`config.mk`:
```
export PLATFORM = sky130hd
export DESIGN_NAME = gb_cpu_interrupt_ctrl
export DESIGN_NICKNAME = d
export VERILOG_FILES = /design/src/rtl/gb_cpu_common_pkg.sv /design/src/rtl/gb_cpu_int_priority.sv /design/src/rtl/gb_cpu_interrupt_ctrl.sv
export SDC_FILE = /design/constraint.sdc
export NUM_CORES = 1
export LEC_CHECK = 0
export ABC_AREA = 1
export CAP_MARGIN = 5
export CORE_ASPECT_RATIO = 0.6
export CORE_MARGIN = 4
export CORE_UTILIZATION = 45
export DETAILED_ROUTE_END_ITERATION = 10
export PLACE_DENSITY = 0.77
export SYNTH_ARGS = -nofsm -noshare
export SYNTH_HDL_FRONTEND = slang
export SYNTH_HIERARCHICAL = 1
export SYNTH_SLANG_ARGS = --single-unit
export TNS_END_PERCENT = 5
```
`constraint.sdc`:
```
create_clock -name clk -period 1.35 [get_ports clk]
set_input_delay 0.2025 -clock clk [delete_from_list [all_inputs] [get_ports clk]]
set_output_delay 0.2025 -clock clk [all_outputs]
set_load 0.005 [all_outputs]
```
`src/rtl/gb_cpu_common_pkg.sv`:
```
// Shared types and constants for the Game Boy CPU core: interrupt controller
// state encoding, ISR vector table and dispatch timing.
package gb_cpu_common_pkg;

    typedef enum logic [1:0] {
        INT_RUN      = 2'd0,
        INT_HALTED   = 2'd1,
        INT_DISPATCH = 2'd2
    } int_state_t;

    localparam logic [7:0] INT_VEC_VBLANK = 8'h40;
    localparam logic [7:0] INT_VEC_LCD    = 8'h48;
    localparam logic [7:0] INT_VEC_TIMER  = 8'h50;
    localparam logic [7:0] INT_VEC_SERIAL = 8'h58;
    localparam logic [7:0] INT_VEC_JOYPAD = 8'h60;

    // Dispatch M-cycle in which the target vector is chosen and IF is acked.
    localparam int INT_DISPATCH_VECTOR_STEP = 3;

    // Vectors are spaced 8 bytes apart starting at VBlank.
    function automatic logic [7:0] int_vector(input int unsigned idx);
        return INT_VEC_VBLANK + 8'(idx << 3);
    endfunction

endpackage

```
`src/rtl/gb_cpu_int_priority.sv`:
```
// Fixed-priority interrupt encoder: lowest set bit wins, producing a one-hot
// grant, the ISR vector low byte and a valid flag.
module gb_cpu_int_priority
    import gb_cpu_common_pkg::*;
#(
    parameter int NUM_IRQ = 5
) (
    input  logic [NUM_IRQ-1:0] pending_i,
    output logic [NUM_IRQ-1:0] grant_o,
    output logic [7:0]         vector_o,
    output logic               valid_o
);

    logic [7:0] vec_table [NUM_IRQ];

    genvar gi;
    generate
        for (gi = 0; gi < NUM_IRQ; gi++) begin : g_vec
            assign vec_table[gi] = int_vector(gi);
        end
    endgenerate

    always_comb begin
        grant_o  = '0;
        vector_o = 8'h00;
        valid_o  = 1'b0;
        for (int i = 0; i < NUM_IRQ; i++) begin
            if (pending_i[i] && !valid_o) begin
                grant_o[i] = 1'b1;
                vector_o   = vec_table[i];
                valid_o    = 1'b1;
            end
        end
    end

endmodule

```
`src/rtl/gb_cpu_interrupt_ctrl.sv`:
```
// Interrupt controller/sequencer: IME with EI delay, 5 M-cycle ISR dispatch,
// HALT and wake-up. Define GB_CPU_HALT_BUG_EN to model the DMG HALT bug.
module gb_cpu_interrupt_ctrl
    import gb_cpu_common_pkg::*;
#(
    parameter int DISPATCH_CYCLES = 5,
    parameter int NUM_IRQ         = 5
) (
    input  logic               clk,
    input  logic               reset,
    input  logic [NUM_IRQ-1:0] int_enable,
    input  logic [NUM_IRQ-1:0] int_flag,
    input  logic               instr_boundary,
    input  logic               ei_cmd,
    input  logic               di_cmd,
    input  logic               reti_cmd,
    input  logic               halt_cmd,
    output logic               ime,
    output logic               dispatch_active,
    output logic [2:0]         dispatch_step,
    output logic [7:0]         isr_vector,
    output logic [NUM_IRQ-1:0] if_clear,
    output logic               halted,
    output logic               halt_bug
);

    localparam logic [2:0] LAST_STEP = 3'(DISPATCH_CYCLES - 1);
    localparam logic [2:0] VEC_STEP  = 3'(INT_DISPATCH_VECTOR_STEP);

    int_state_t         state_q, state_d;
    logic               ime_q, ime_d;
    logic               ei_pend_q, ei_pend_d;
    logic [2:0]         step_q, step_d;
    logic [7:0]         vec_q, vec_d;

    logic [NUM_IRQ-1:0] pending;
    logic [NUM_IRQ-1:0] grant;
    logic [7:0]         grant_vec;
    logic               grant_valid;
    logic               at_vector_step;

`ifdef GB_CPU_HALT_BUG_EN
    logic               halt_bug_q, halt_bug_d;
`endif

    assign pending = int_enable & int_flag;

    gb_cpu_int_priority #(
        .NUM_IRQ (NUM_IRQ)
    ) u_prio (
        .pending_i (pending),
        .grant_o   (grant),
        .vector_o  (grant_vec),
        .valid_o   (grant_valid)
    );

    assign at_vector_step = (state_q == INT_DISPATCH) && (step_q == VEC_STEP);

    always_comb begin
        state_d   = state_q;
        ime_d     = ime_q;
        ei_pend_d = ei_pend_q;
        step_d    = step_q;
        vec_d     = vec_q;
`ifdef GB_CPU_HALT_BUG_EN
        halt_bug_d = 1'b0;
`endif
        unique case (state_q)
            INT_RUN: begin
                if (instr_boundary && ime_q && grant_valid) begin
                    state_d   = INT_DISPATCH;
                    step_d    = 3'd0;
                    ime_d     = 1'b0;
                    ei_pend_d = 1'b0;
                end else begin
                    if (di_cmd) begin
                        ime_d     = 1'b0;
                        ei_pend_d = 1'b0;
                    end else begin
                        if (reti_cmd) begin
                            ime_d = 1'b1;
                        end
                        // EI only takes effect at a boundary after the EI cycle.
                        if (instr_boundary && ei_pend_q) begin
                            ime_d     = 1'b1;
                            ei_pend_d = 1'b0;
                        end else if (ei_cmd) begin
                            ei_pend_d = 1'b1;
                        end
                    end
                    if (halt_cmd) begin
`ifdef GB_CPU_HALT_BUG_EN
                        if (!ime_q && grant_valid) begin
                            halt_bug_d = 1'b1;
                        end else begin
                            state_d = INT_HALTED;
                        end
`else
                        state_d = INT_HALTED;
`endif
                    end
                end
            end
            INT_HALTED: begin
                if (grant_valid) begin
                    if (ime_q) begin
                        state_d   = INT_DISPATCH;
                        step_d    = 3'd0;
                        ime_d     = 1'b0;
                        ei_pend_d = 1'b0;
                    end else begin
                        state_d = INT_RUN;
                    end
                end
            end
            INT_DISPATCH: begin
                // A request withdrawn before this step cancels to vector 0x00.
                if (at_vector_step) begin
                    vec_d = grant_valid ? grant_vec : 8'h00;
                end
                if (step_q == LAST_STEP) begin
                    state_d = INT_RUN;
                    step_d  = 3'd0;
                end else begin
                    step_d = step_q + 3'd1;
                end
            end
            default: begin
                state_d = INT_RUN;
            end
        endcase
    end

    always_ff @(posedge clk) begin
        if (reset) begin
            state_q   <= INT_RUN;
            ime_q     <= 1'b0;
            ei_pend_q <= 1'b0;
            step_q    <= 3'd0;
            vec_q     <= 8'h00;
        end else begin
            state_q   <= state_d;
            ime_q     <= ime_d;
            ei_pend_q <= ei_pend_d;
            step_q    <= step_d;
            vec_q     <= vec_d;
        end
    end

`ifdef GB_CPU_HALT_BUG_EN
    always_ff @(posedge clk) begin
        if (reset) begin
            halt_bug_q <= 1'b0;
        end else begin
            halt_bug_q <= halt_bug_d;
        end
    end
    assign halt_bug = halt_bug_q;
`else
    assign halt_bug = 1'b0;
`endif

    assign ime             = ime_q;
    assign dispatch_active = (state_q == INT_DISPATCH);
    assign dispatch_step   = step_q;
    assign halted          = (state_q == INT_HALTED);
    assign isr_vector      = at_vector_step ? grant_vec : vec_q;
    assign if_clear        = at_vector_step ? grant : '0;

endmodule

```
==> flow_summary.yaml <==
outcome:
  outcome: "finished, violations left"
  failed_checks: "setup timing"
cts:
  root_buffer: "clkbuf_8"
  cts_buffer_depth: 2
  cts.sinks: 15
  path_clk_slew_ns: 0.07
  holdBufCountCts: 0
  clock_latency_ns: 0.26
  cts_buffers: 3
  cts_tree: "done"
  cts_max_level: 1
global_routing:
  overflow: 0
  track_usage_pct: 27.5
  grt_max_degree: 16
  grt_pass1_wl_um: 6840
  grt_antenna_before_repair: 0
  first_global_vias: 1482
yosys:
  synth_edf_count: 0
  synth_adder_area_share_pct: 6.95
  synth_xor_area_share_pct: 0
  synthMuxAreaShare_pct: 0
  synthDistinctLibCells: 20
  yosys.area_share.simple_pct: 40.2
  yosys-top-cells-area: "dfxtp_1 28%, nand2_1 20%, inv_1 8.3%"
  synthCells: 178
  ys_ff_latch: 15
  ys.flop_type: "dfxtp_1"
  synth_area_per_cell_um2: 6.07
  async_flop_share_pct: 0
  synth_top_cell_by_area: "dfxtp_1"
  synth_top_family_by_area: "simple AND/OR/NAND/NOR gates"
  synth_compound_area_share_pct: 8.23
  ys_seq_area_share_pct: 27.8
  yosysTopAreaCellShare_pct: 27.8
  netlist_area_um2: 1080
  ys_warn_count: 6
hold_path:
  hp-class: "reg2reg"
die:
  dieArea_um2: 3270
  die_w_um: 71.2
  die-height_um: 45.9
  coreArea_um2: 2230
  boundaryPins: 37
  row_count: 13
  start_util_pct: 48.5
timing:
  fin_crit_sh_pct: 126
  hold_violations: 0
  tns_ns: -6.28
  grt_setup_unrepaired: "yes"
  drv_slew: 0
  max_clock_freq_mhz: 588
  finalWorstSetupSlack_ns: -0.351
  post-route-min-period_ns: 1.70
  fin_skew_ns: 0.00837
  finalSetupViolations: 28
final_layout:
  drive_gt1_share_pct: 47.4
  fin_nets: 271
  syn_to_final_growth_pct: 82.3
  diodes: 0
drt:
  ant_nets: 0
  vias: 1557
  first_iter_violations: 108
  drc: 0
  dr.pass1.iters: 6
  post_drt_wl_per_cell_um: 17.9
  wirelength_um: 4950
  vias_per_cell: 5.62
flow_run:
  maxCapViolCount: 0
critical_path:
  worstPathArrival_ns: 1.85
  cp_top_family: "buffers and inverters"
  critPathBufInv: 7
  worst-path-max-fanout: 3
  crit_top_cell: "buf_6"
  required_ns: 1.50
  critPathMaxStageDelay_ns: 0.42
  path_cells: "clkdlybuf4s50_1 -> nand2_1 -> inv_2 -> nor2_4 -> buf_6 -> nand3_1 -> nand2_2 -> nand2_2 -> buf_6 -> buf_6 -> buf_6 -> buf_6 -> nand2_2 -> a21oi_2"
  crit_slowest_cell: "clkdlybuf4s50_1"
  path_class: "in2reg"
  endpoint_kind: "register"
  start_kind: "input port"
power_and_ir_drop:
  powerDensity_nw_per_um2: 1400
  total_power_mw: 2.75
  peakVddDrop_v: 0.00131
  leakage_nw: 1.04
placement:
  port_buffers: 35
  finalWeightedCongestion: 0.815
  hpwl_um: 2240
==> through the flow <==
| stage | hold WS [ns] | instances | util [%] | cell area (um^2) | setup WS, ns |
|---|---|---|---|---|---|
| 2_1_floorplan | 0.404 | 181 | - | 1090 | 0.0418 |
| 3_3_place_gp | 0.456 | 252 | 69.1 | 1540 | -0.562 |
| 3_5_place_dp | 0.460 | 252 | 69.1 | 1540 | -0.628 |
| 4_1_cts | 0.470 | 275 | 83.0 | 1850 | -0.238 |
| 5_1_grt | 0.517 | 277 | 88.3 | 1970 | -0.460 |
| 6_report | 0.491 | 277 | 88.3 | 1970 | -0.351 |
==> worst register-to-register path, cell delays in order (launching register included) <==
cell     delay (ns)
dfxtp_2        0.34
ha_4           0.17
ha_4           0.18
nand2_8        0.13
inv_8          0.06
nand2_2        0.06
nand2_2        0.06
buf_6          0.11
buf_6          0.11
buf_6          0.11
buf_6          0.10
nand2_2        0.05
a21oi_2        0.03
==> registers in the layout, summed over array words and instances, names as in the netlist <==
name           cells
vec_q              8
dispatch_step      3
ime                1
ei_pend_q          1
state_q            2
==> final timing paths <==
check	start	to	slack, ns	cells past startpoint
min reg2reg	ei_pend_q	ei_pend_q	0.49	2
max	int_enable[2]	vec_q[6]	-0.35	14
min	ei_pend_q	ei_pend_q	0.49	2
max reg2reg	dispatch_step[0]	vec_q[6]	-0.27	12
==> kinds of logic after synthesis <==
logic type / Yosys count
AO/OA/AOI/OAI: 17
adder cells (fa/ha/maj): 6
other: 2
buffers and inverters: 38
AND/OR/NAND/NOR: 100
flip-flops: 15
==> power breakdown <==
group / total [mW] / internal (mW) / switching (mW)
logic: 1.70 / 0.718 / 0.980
clock network: 0.384 / 0.205 / 0.179
registers: 0.671 / 0.561 / 0.110
total: 2.75 / 1.48 / 1.27
==> routing by layer <==
| metal | vias up | track usage [%] | wire [um] | share of wire (%) |
|---|---|---|---|---|
| li1 | 675 | - | - | - |
| met5 | - | 0 | 0 | 0 |
| met2 | 131 | 48.2 | 2390 | 48 |
| met1 | 728 | 29.3 | 1910 | 39 |
| met4 | 0 | 19.9 | 197 | 4.0 |
| met3 | 23 | 7.93 | 452 | 9.1 |
==> placed cells by master (no fill, tap or decap), types with 10 or more instances in the layout <==
cell type	netlist	final
clkdlybuf4s50_1	0	10
nand2_1	58	36
buf_2	1	10
dfxtp_1	15	10
buf_4	8	23
nand2_2	3	19
inv_1	24	18
a21oi_1	15	13
nor2_1	22	15
buf_6	0	13
inv_2	5	10
==> synth_stat cells, types with 2 or more instances <==
cell type / number
inv_1: 24
nand4_1: 2
nand2_1: 58
conb_1: 2
nor2_2: 2
nor2_1: 22
dfxtp_1: 15
inv_2: 5
nand2_2: 3
buf_4: 8
nand3_1: 8
a21oi_1: 15
ha_1: 6
nor2_4: 2
==> what timing repair did <==
action                     4_1_cts  5_1_grt
setup buffers                   19        2
pin swaps                       15       12
gates cloned                     1        0
setup endpoints to repair       31       29
gates resized for setup        115       31
==> layout make-up <==
type / instances / area, um^2
Inverter: 29 / 116
Timing Repair Buffer: 70 / 627
Clock inverter: 1 / 5.00
Clock buffer: 3 / 41.3
Fill cell: 99 / 260
Tap cell: 30 / 37.5
Sequential cell: 15 / 309
Multi-Input combinational cell: 129 / 832
Power figures use the tool's default switching activity.
